File: src/rtl/code_maker.sv
// Codemaker turn controller: picks a maker, shows the turn, collects four letters
// from the maker, then hands the game to the other player with a one-cycle pulse.
module code_maker #(
  parameter int unsigned SHOW_CYCLES = 4
) (
  input  logic        clk,
  input  logic        reset,
  input  logic        codeMaker,
  input  logic        pickPlayerA,
  input  logic        pickPlayerB,
  input  logic [2:0]  SW,
  input  logic        enterA,
  input  logic        enterB,
  input  logic [1:0]  round_counter,
  output logic [11:0] codemaker_code,
  output logic        codeBreaker,
  output logic        player_A,
  output logic        player_B,
  output logic        makerA,
  output logic        makerB,
  output logic [2:0]  letters_count
);

  localparam int unsigned TW = (SHOW_CYCLES > 1) ? $clog2(SHOW_CYCLES) : 1;
  localparam logic [TW-1:0] SHOW_LAST = TW'(SHOW_CYCLES - 1);

  typedef enum logic [1:0] {IDLE, SHOW, ENTER, HANDOFF} state_t;

  state_t        state;
  state_t        next_state;
  logic [TW-1:0] timer;
  logic          maker_b;
  logic          maker_enter;
  logic          start;
  logic          accept;

  assign start       = codeMaker && (round_counter != 2'd3) && (pickPlayerA || pickPlayerB);
  assign maker_enter = maker_b ? enterB : enterA;
  assign accept      = (state == ENTER) && maker_enter && (SW != 3'b000)
                       && (letters_count != 3'd4);

  always_ff @(posedge clk) begin
    if (reset) state <= IDLE;
    else       state <= next_state;
  end

  always_comb begin
    next_state = IDLE;
    case (state)
      IDLE:    next_state = start ? SHOW : IDLE;
      SHOW:    next_state = (timer == SHOW_LAST) ? ENTER : SHOW;
      ENTER:   next_state = (letters_count == 3'd4) ? HANDOFF : ENTER;
      HANDOFF: next_state = IDLE;
      default: next_state = IDLE;
    endcase
  end

  // Timer, maker register and the code/letter datapath.
  always_ff @(posedge clk) begin
    if (reset) begin
      timer          <= '0;
      maker_b        <= 1'b0;
      codemaker_code <= '0;
      letters_count  <= '0;
    end else begin
      timer <= (state == SHOW && next_state == SHOW) ? timer + 1'b1 : '0;
      if (state == IDLE && start)
        maker_b <= !pickPlayerA;
      if (state == SHOW && next_state == ENTER) begin
        codemaker_code <= '0;
        letters_count  <= '0;
      end else if (accept) begin
        codemaker_code <= {codemaker_code[8:0], SW};
        letters_count  <= letters_count + 3'd1;
      end
    end
  end

  always_comb begin
    codeBreaker = (state == HANDOFF);
    player_A    = (state == HANDOFF) && maker_b;
    player_B    = (state == HANDOFF) && !maker_b;
    makerA      = (state != IDLE) && !maker_b;
    makerB      = (state != IDLE) && maker_b;
  end

endmodule

File: config.mk
export PLATFORM = sky130hd
export DESIGN_NAME = code_maker
export DESIGN_NICKNAME = d
export VERILOG_FILES = /design/src/rtl/code_maker.sv
export SDC_FILE = /design/constraint.sdc
export NUM_CORES = 1
export LEC_CHECK = 0
export CAP_MARGIN = 20
export CORE_AREA = 2 2 48 50
export DETAILED_ROUTE_END_ITERATION = 8
export DIE_AREA = 0 0 50 52
export GPL_ROUTABILITY_DRIVEN = 0
export HOLD_SLACK_MARGIN = 0.15
export PLACE_DENSITY = 0.79
export SETUP_SLACK_MARGIN = 0.2
export SLEW_MARGIN = 5
export SYNTH_ARGS = -nofsm -noshare
export SYNTH_HDL_FRONTEND = slang
export SYNTH_SLANG_ARGS = --single-unit
export TNS_END_PERCENT = 1
File: constraint.sdc
create_clock -name clk -period 4.65 [get_ports clk]
set_clock_uncertainty 0.15 [all_clocks]
set_input_delay 0.6975 -clock clk [delete_from_list [all_inputs] [get_ports clk]]
set_output_delay 0.6975 -clock clk [all_outputs]
set_load 0.02 [all_outputs]
### After elaboration in Yosys (flattened, before gate mapping)

Index checks and enable logic that the tools add are counted.

| word-level totals | value |
|---|---|
| word-level logic and storage cells | 42 |
| input port bits | 12 |
| output and inout bits | 20 |
| flip-flop bits (word level) | 20 |

| cells by class | value |
|---|---|
| add/subtract/negate cells | 2 |
| equal/unequal tests | 9 |
| mux-type cells | 5 |
| reduce and logical (&&, ||, !) cells | 20 |
| bitwise logic cells | 1 |

Operators by type and width:

| kind | number |
|---|---|
| logical AND 1 bit | 12 |
| equality test 2 bit (second input constant) | 4 |
| one-hot mux 2 bit (4 select lines) | 1 |
| equality test 2 x 1 -> 1 bit (second input constant) | 2 |
| OR reduction 2 bit | 2 |
| adder 3 x 1 -> 3 bit (second input constant) | 1 |
| equality test 3 bit (second input constant) | 1 |
| 2-to-1 mux 1 bit | 3 |
| inequality test 3 bit (second input constant) | 1 |
| nonzero test 3 bit | 1 |
| adder 2 x 1 -> 2 bit (second input constant) | 1 |
| zero test 1 bit | 2 |
| zero test 2 bit | 1 |
| 2-to-1 mux 2 bit | 1 |
| inequality test 2 bit (second input constant) | 1 |
| nonzero test 2 bit | 1 |
| logical OR 1 bit | 1 |
| inverter 1 bit | 1 |

### Logic depth before layout (Yosys ltp)

| logic depth | value |
|---|---|
| depth after elaboration | 9 |
| gate-level depth with buffers | 6 |
| gate-level depth less buffers | 5 |

### Worst setup path before layout

No wires, ideal clock.

| path | value |
|---|---|
| path kind | register -> register |
| from | register letters_count[0] |
| to | register codemaker_code[3] |
| data required time | 4.428 ns |
| slack | 2.753 ns |
| cell stages (with the launch flop) | 7 |
| period minus slack after synthesis | 1.897 ns |
| arrival | 1.675 ns |
| setup time | 0.072 ns |
| path buffers | 1 |
| cell sequence | dfxtp_1 > inv_1 > ha_1 > and2_1 > nor4_4 > buf_6 > mux2i_1 |

| on the way | value |
|---|---|
| cells in the longest elaborated chain, start to end | 6 |
| elaborated cells on any way between the ends | 8 |
| classes of those cells | eq/ne (3); mux (2); reduce/logical (3) |

Ends and longest elaborated chain:

| element | line | text |
|---|---|---|
| start, declared | 21 | `output logic [2:0] letters_count` |
| start signal, assigned | 74 | `letters_count <= letters_count + 3'd1;` |
| equality test 3 bit | 52 | `ENTER: next_state = (letters_count == 3'd4) ? HANDOFF : ENTER;` |
| 2-to-1 mux 1 bit | 52 |  |
| one-hot mux 2 bit (4 select lines) | 49 | `case (state)` |
| equality test 2 bit | 69 | `if (state == SHOW && next_state == ENTER) begin` |
| logical AND 1 bit | 69 |  |
| OR reduction 2 bit (no line) | -- |  |
| end signal, assigned | 73 | `codemaker_code <= {codemaker_code[8:0], SW};` |
| end, declared | 15 | `output logic [11:0] codemaker_code,` |

Several ways; a longest one is shown, not always the timed one.
A chain may end at the register's enable or synchronous reset.

### Worst setup path in the final report

| path | value |
|---|---|
| from | register state[1] |
| to | output player_B |

| on the way | value |
|---|---|
| cells in the longest elaborated chain, start to end | 2 |

Ends and longest elaborated chain:

| element | line | text |
|---|---|---|
| start, declared | 29 | `state_t state;` |
| start signal, assigned | 44 | `else state <= next_state;` |
| equality test 2 bit | 82 | `player_B = (state == HANDOFF) && !maker_b;` |
| logical AND 1 bit | 82 |  |
| end, declared | 18 | `output logic player_B,` |

No other way between the ends.

==> impl_summary.log <==
INFO  metric clock_insertion_delay_worst_skew = 0.29 ns
INFO  metric synthesis.area = 913 sq um
INFO  metric setup-violations-final = 0
INFO  metric unrepaired_setup_endpoints_after_global_routing = false
INFO  metric pwr_density_cell = 237 mW/mm^2
INFO  metric p_leak = 0.446 nW
INFO  metric rows = 17
INFO  metric finalNetCount = 140
INFO  metric die_extent_in_x = 50 um
INFO  metric status = finished, final reports clean
INFO  metric post_cts_buffers = 0
INFO  metric synth_cells = 92
INFO  metric drt_drc_violations_left = 0
INFO  metric drt-pass1-iter-count = 4
INFO  metric overflow = 0
INFO  metric timing_max_transition_violations_final = 0
INFO  metric clock_tree.htree_level_count = 1
INFO  metric grt_start_max_net_pins = 20
INFO  metric yosys_warnings = 0
INFO  metric design.die.area = 0.00260 sq mm
INFO  metric vias_in_the_first_global_route = 804
INFO  metric ioPinCount = 32
INFO  metric worstPathRequired = 3.80 ns
INFO  metric final_min_period_over_clock_period = 0.532
INFO  metric fin_worst_hold_slack = 0.298 ns
INFO  metric floorplan.initialDensity = 0.434
INFO  metric synth_top_area_share = 0.438
INFO  metric critical-path-top-cell-by-count = sky130_fd_sc_hd__and2_1
INFO  metric die_height = 52 um
INFO  metric dp_cells = 148
INFO  metric finish.cell_count_without_fillers = 152
INFO  metric iteration_0_drc_markers = 8
INFO  metric post_dp_cell_area = 0.00124 sq mm
INFO  metric crit_path_cell_trace = and2_1 -> and2_1 -> clkdlybuf4s50_1
INFO  metric critical_path.n_buffers_inverters = 1
INFO  metric route.vias.total = 801
INFO  metric synth_top_area_cell = sky130_fd_sc_hd__dfxtp_1
INFO  metric cp_slowest_cell = sky130_fd_sc_hd__clkdlybuf4s50_1
INFO  metric worst_hold_path_type = reg2reg
INFO  metric seq_area_frac_synth = 0.438
INFO  metric cts_tree = done
INFO  metric drt-total-wl = 2.06 mm
INFO  metric wl_cell = 13.6 um
INFO  metric design.core.area = 0.00211 sq mm
INFO  metric synth_cell_type_count = 30
INFO  metric post_synth.cell_area_avg = 9.93 sq um
INFO  metric achievable-frequency = 404 MHz
INFO  metric worst_path_dominant_cell_family = buffers and inverters
INFO  metric cts-hold-fix-buffers = 0
INFO  metric ys_ff_latch = 20
INFO  metric tritoncts_num_sinks = 20
INFO  metric setup_tns = 0 ns
INFO  metric critPathKind = reg2out
INFO  metric numPortBuffers = 31
INFO  metric min_period = 2.47 ns
INFO  metric clock_tree.root_cell = sky130_fd_sc_hd__clkbuf_4
INFO  metric cts_max_path_buffers = 2
INFO  metric tightest_slew = 0.882 ns
INFO  metric via_cell_ratio = 5.27
INFO  metric mappedNetlistNets = 107
INFO  metric total_power = 0.000302 W
INFO  metric synth_top_cells_by_area = sky130_fd_sc_hd__dfxtp_1, sky130_fd_sc_hd__mux2i_1, sky130_fd_sc_hd__nand3_1
INFO  metric area_growth_syn_to_layout = 39.6%
INFO  metric timing.critical_path.fanout_max = 7
INFO  metric timing.critical_path.slowest_cell_delay = 0.59 ns
INFO  metric worstSetupStartpointType = flop
INFO  metric diodes = 0
INFO  metric final.fill_count = 186
INFO  metric grt_first_pass_wirelength = 3.46 mm
INFO  metric final_area = 0.00127 sq mm
INFO  metric dp.final_hpwl = 1.54 mm
INFO  metric number_of_antenna_violations_at_the_first_check_in_global_routing = 0
INFO  metric timing.critical_path.to_type = output port
INFO  metric report.final.hold_viol_count = 0
INFO  metric vdd_ir_drop_max = 0.207 mV
INFO  metric cts.repair.resized = 0
INFO  metric timing.critical_path.arrival = 1.63 ns
INFO  metric clk_transition_reported_paths = 0.11 ns
INFO  metric final_antenna_net_count = 0
INFO  metric track_usage = 0.177
INFO  metric maxSlewHeadroom = 0.407
INFO  metric max_cap_violations = 0
INFO  metric final_layout_size_suffix_gt1_frac = 0.0806
INFO  metric cts-buffers-inserted = 3
synthesized netlist by cell type:
cell type,n
sky130_fd_sc_hd__nor3_1,2
sky130_fd_sc_hd__clkinv_1,1
sky130_fd_sc_hd__o31ai_1,1
sky130_fd_sc_hd__or4_4,1
sky130_fd_sc_hd__o2111ai_1,1
sky130_fd_sc_hd__nand2_1,2
sky130_fd_sc_hd__or3_2,1
sky130_fd_sc_hd__and4_1,1
sky130_fd_sc_hd__inv_1,5
sky130_fd_sc_hd__o32ai_1,2
sky130_fd_sc_hd__buf_2,1
sky130_fd_sc_hd__a31oi_1,1
sky130_fd_sc_hd__a21oi_1,2
sky130_fd_sc_hd__or3b_2,1
sky130_fd_sc_hd__o41ai_1,1
sky130_fd_sc_hd__and3_2,1
sky130_fd_sc_hd__dfxtp_1,20
sky130_fd_sc_hd__nand3_1,17
sky130_fd_sc_hd__nand2b_2,1
sky130_fd_sc_hd__mux2i_1,13
sky130_fd_sc_hd__nor2_1,3
sky130_fd_sc_hd__a211oi_1,1
sky130_fd_sc_hd__buf_6,1
sky130_fd_sc_hd__clkbuf_1,1
sky130_fd_sc_hd__or4_1,1
sky130_fd_sc_hd__nor4_4,1
sky130_fd_sc_hd__nor3b_1,1
sky130_fd_sc_hd__ha_1,3
sky130_fd_sc_hd__and2_1,3
sky130_fd_sc_hd__nand3b_1,2
where the power goes:
group	internal [W]	total [W]	switching, W	leakage [nW]
combinational	0.0000143	0.0000273	0.0000130	0.264
sequential	0.000173	0.000176	0.00000231	0.162
clock	0.0000477	0.0000987	0.0000510	0.0210
total	0.000235	0.000302	0.0000663	0.446
cells in the final DEF, fill, tap and decap left out, types with 3 or more instances in the layout:
master,netlist,layout
sky130_fd_sc_hd__nor2_1,3,3
sky130_fd_sc_hd__and2_1,3,3
sky130_fd_sc_hd__mux2i_1,13,13
sky130_fd_sc_hd__clkbuf_4,0,3
sky130_fd_sc_hd__dfxtp_1,20,20
sky130_fd_sc_hd__ha_1,3,3
sky130_fd_sc_hd__nand3_1,17,17
sky130_fd_sc_hd__clkdlybuf4s50_1,0,31
sky130_fd_sc_hd__inv_1,5,5
final cells by class:
type | instances | area [sq um] | share of cell area
clock buffer | 4 | 36.3 | 0.0285
inverter | 6 | 22.5 | 0.0177
multi-input combinational | 63 | 470 | 0.369
sequential | 20 | 400 | 0.314
tap | 28 | 35.0 | 0.0275
timing repair buffer | 31 | 310 | 0.243
worst register-to-register path, stage by stage (launching register included):
cell	delay [ns]
sky130_fd_sc_hd__dfxtp_1	0.40
sky130_fd_sc_hd__inv_1	0.08
sky130_fd_sc_hd__ha_1	0.21
sky130_fd_sc_hd__and2_1	0.21
sky130_fd_sc_hd__nor4_4	0.81
sky130_fd_sc_hd__mux2i_1	0.28
sequential cells by signal, summed over array words and instances (netlist names):
| name | cells |
|---|---|
| codemaker_code | 12 |
| letters_count | 3 |
| state | 2 |
| timer | 2 |
| maker_b | 1 |
through the flow:
stage	setup slack [ns]	utilization
2_1_floorplan	2.75	-
3_3_place_gp	2.07	0.588
3_5_place_dp	1.99	0.588
4_1_cts	2.17	0.605
5_1_grt	2.09	0.605
6_report	2.18	0.605
kinds of logic after synthesis:
kind of cell,synth area share
muxes,0.142
and+or+nand+nor,0.259
adders and majority gates,0.0411
buffers and inverters,0.0466
DFF,0.438
AOI/OAI and AO/OA,0.0726
layer usage:
layer / up-vias / wire length, um / GRT usage
met5: - / 0 / 0
met4: 0 / 22 / 0.0787
met3: 2 / 111 / 0.0517
met2: 22 / 1020 / 0.314
met1: 376 / 901 / 0.195
li1: 401 / - / -
path summary, 6_finish.rpt:
path,start,cells past startpoint,end,slack [ns]
min,timer[0],1,timer[0],0.30
max,state[1],3,player_B,2.18
max reg2reg,letters_count[0],5,codemaker_code[8],2.45
min reg2reg,timer[0],1,timer[0],0.30
Note: power is estimated with default switching activity, not from simulation.
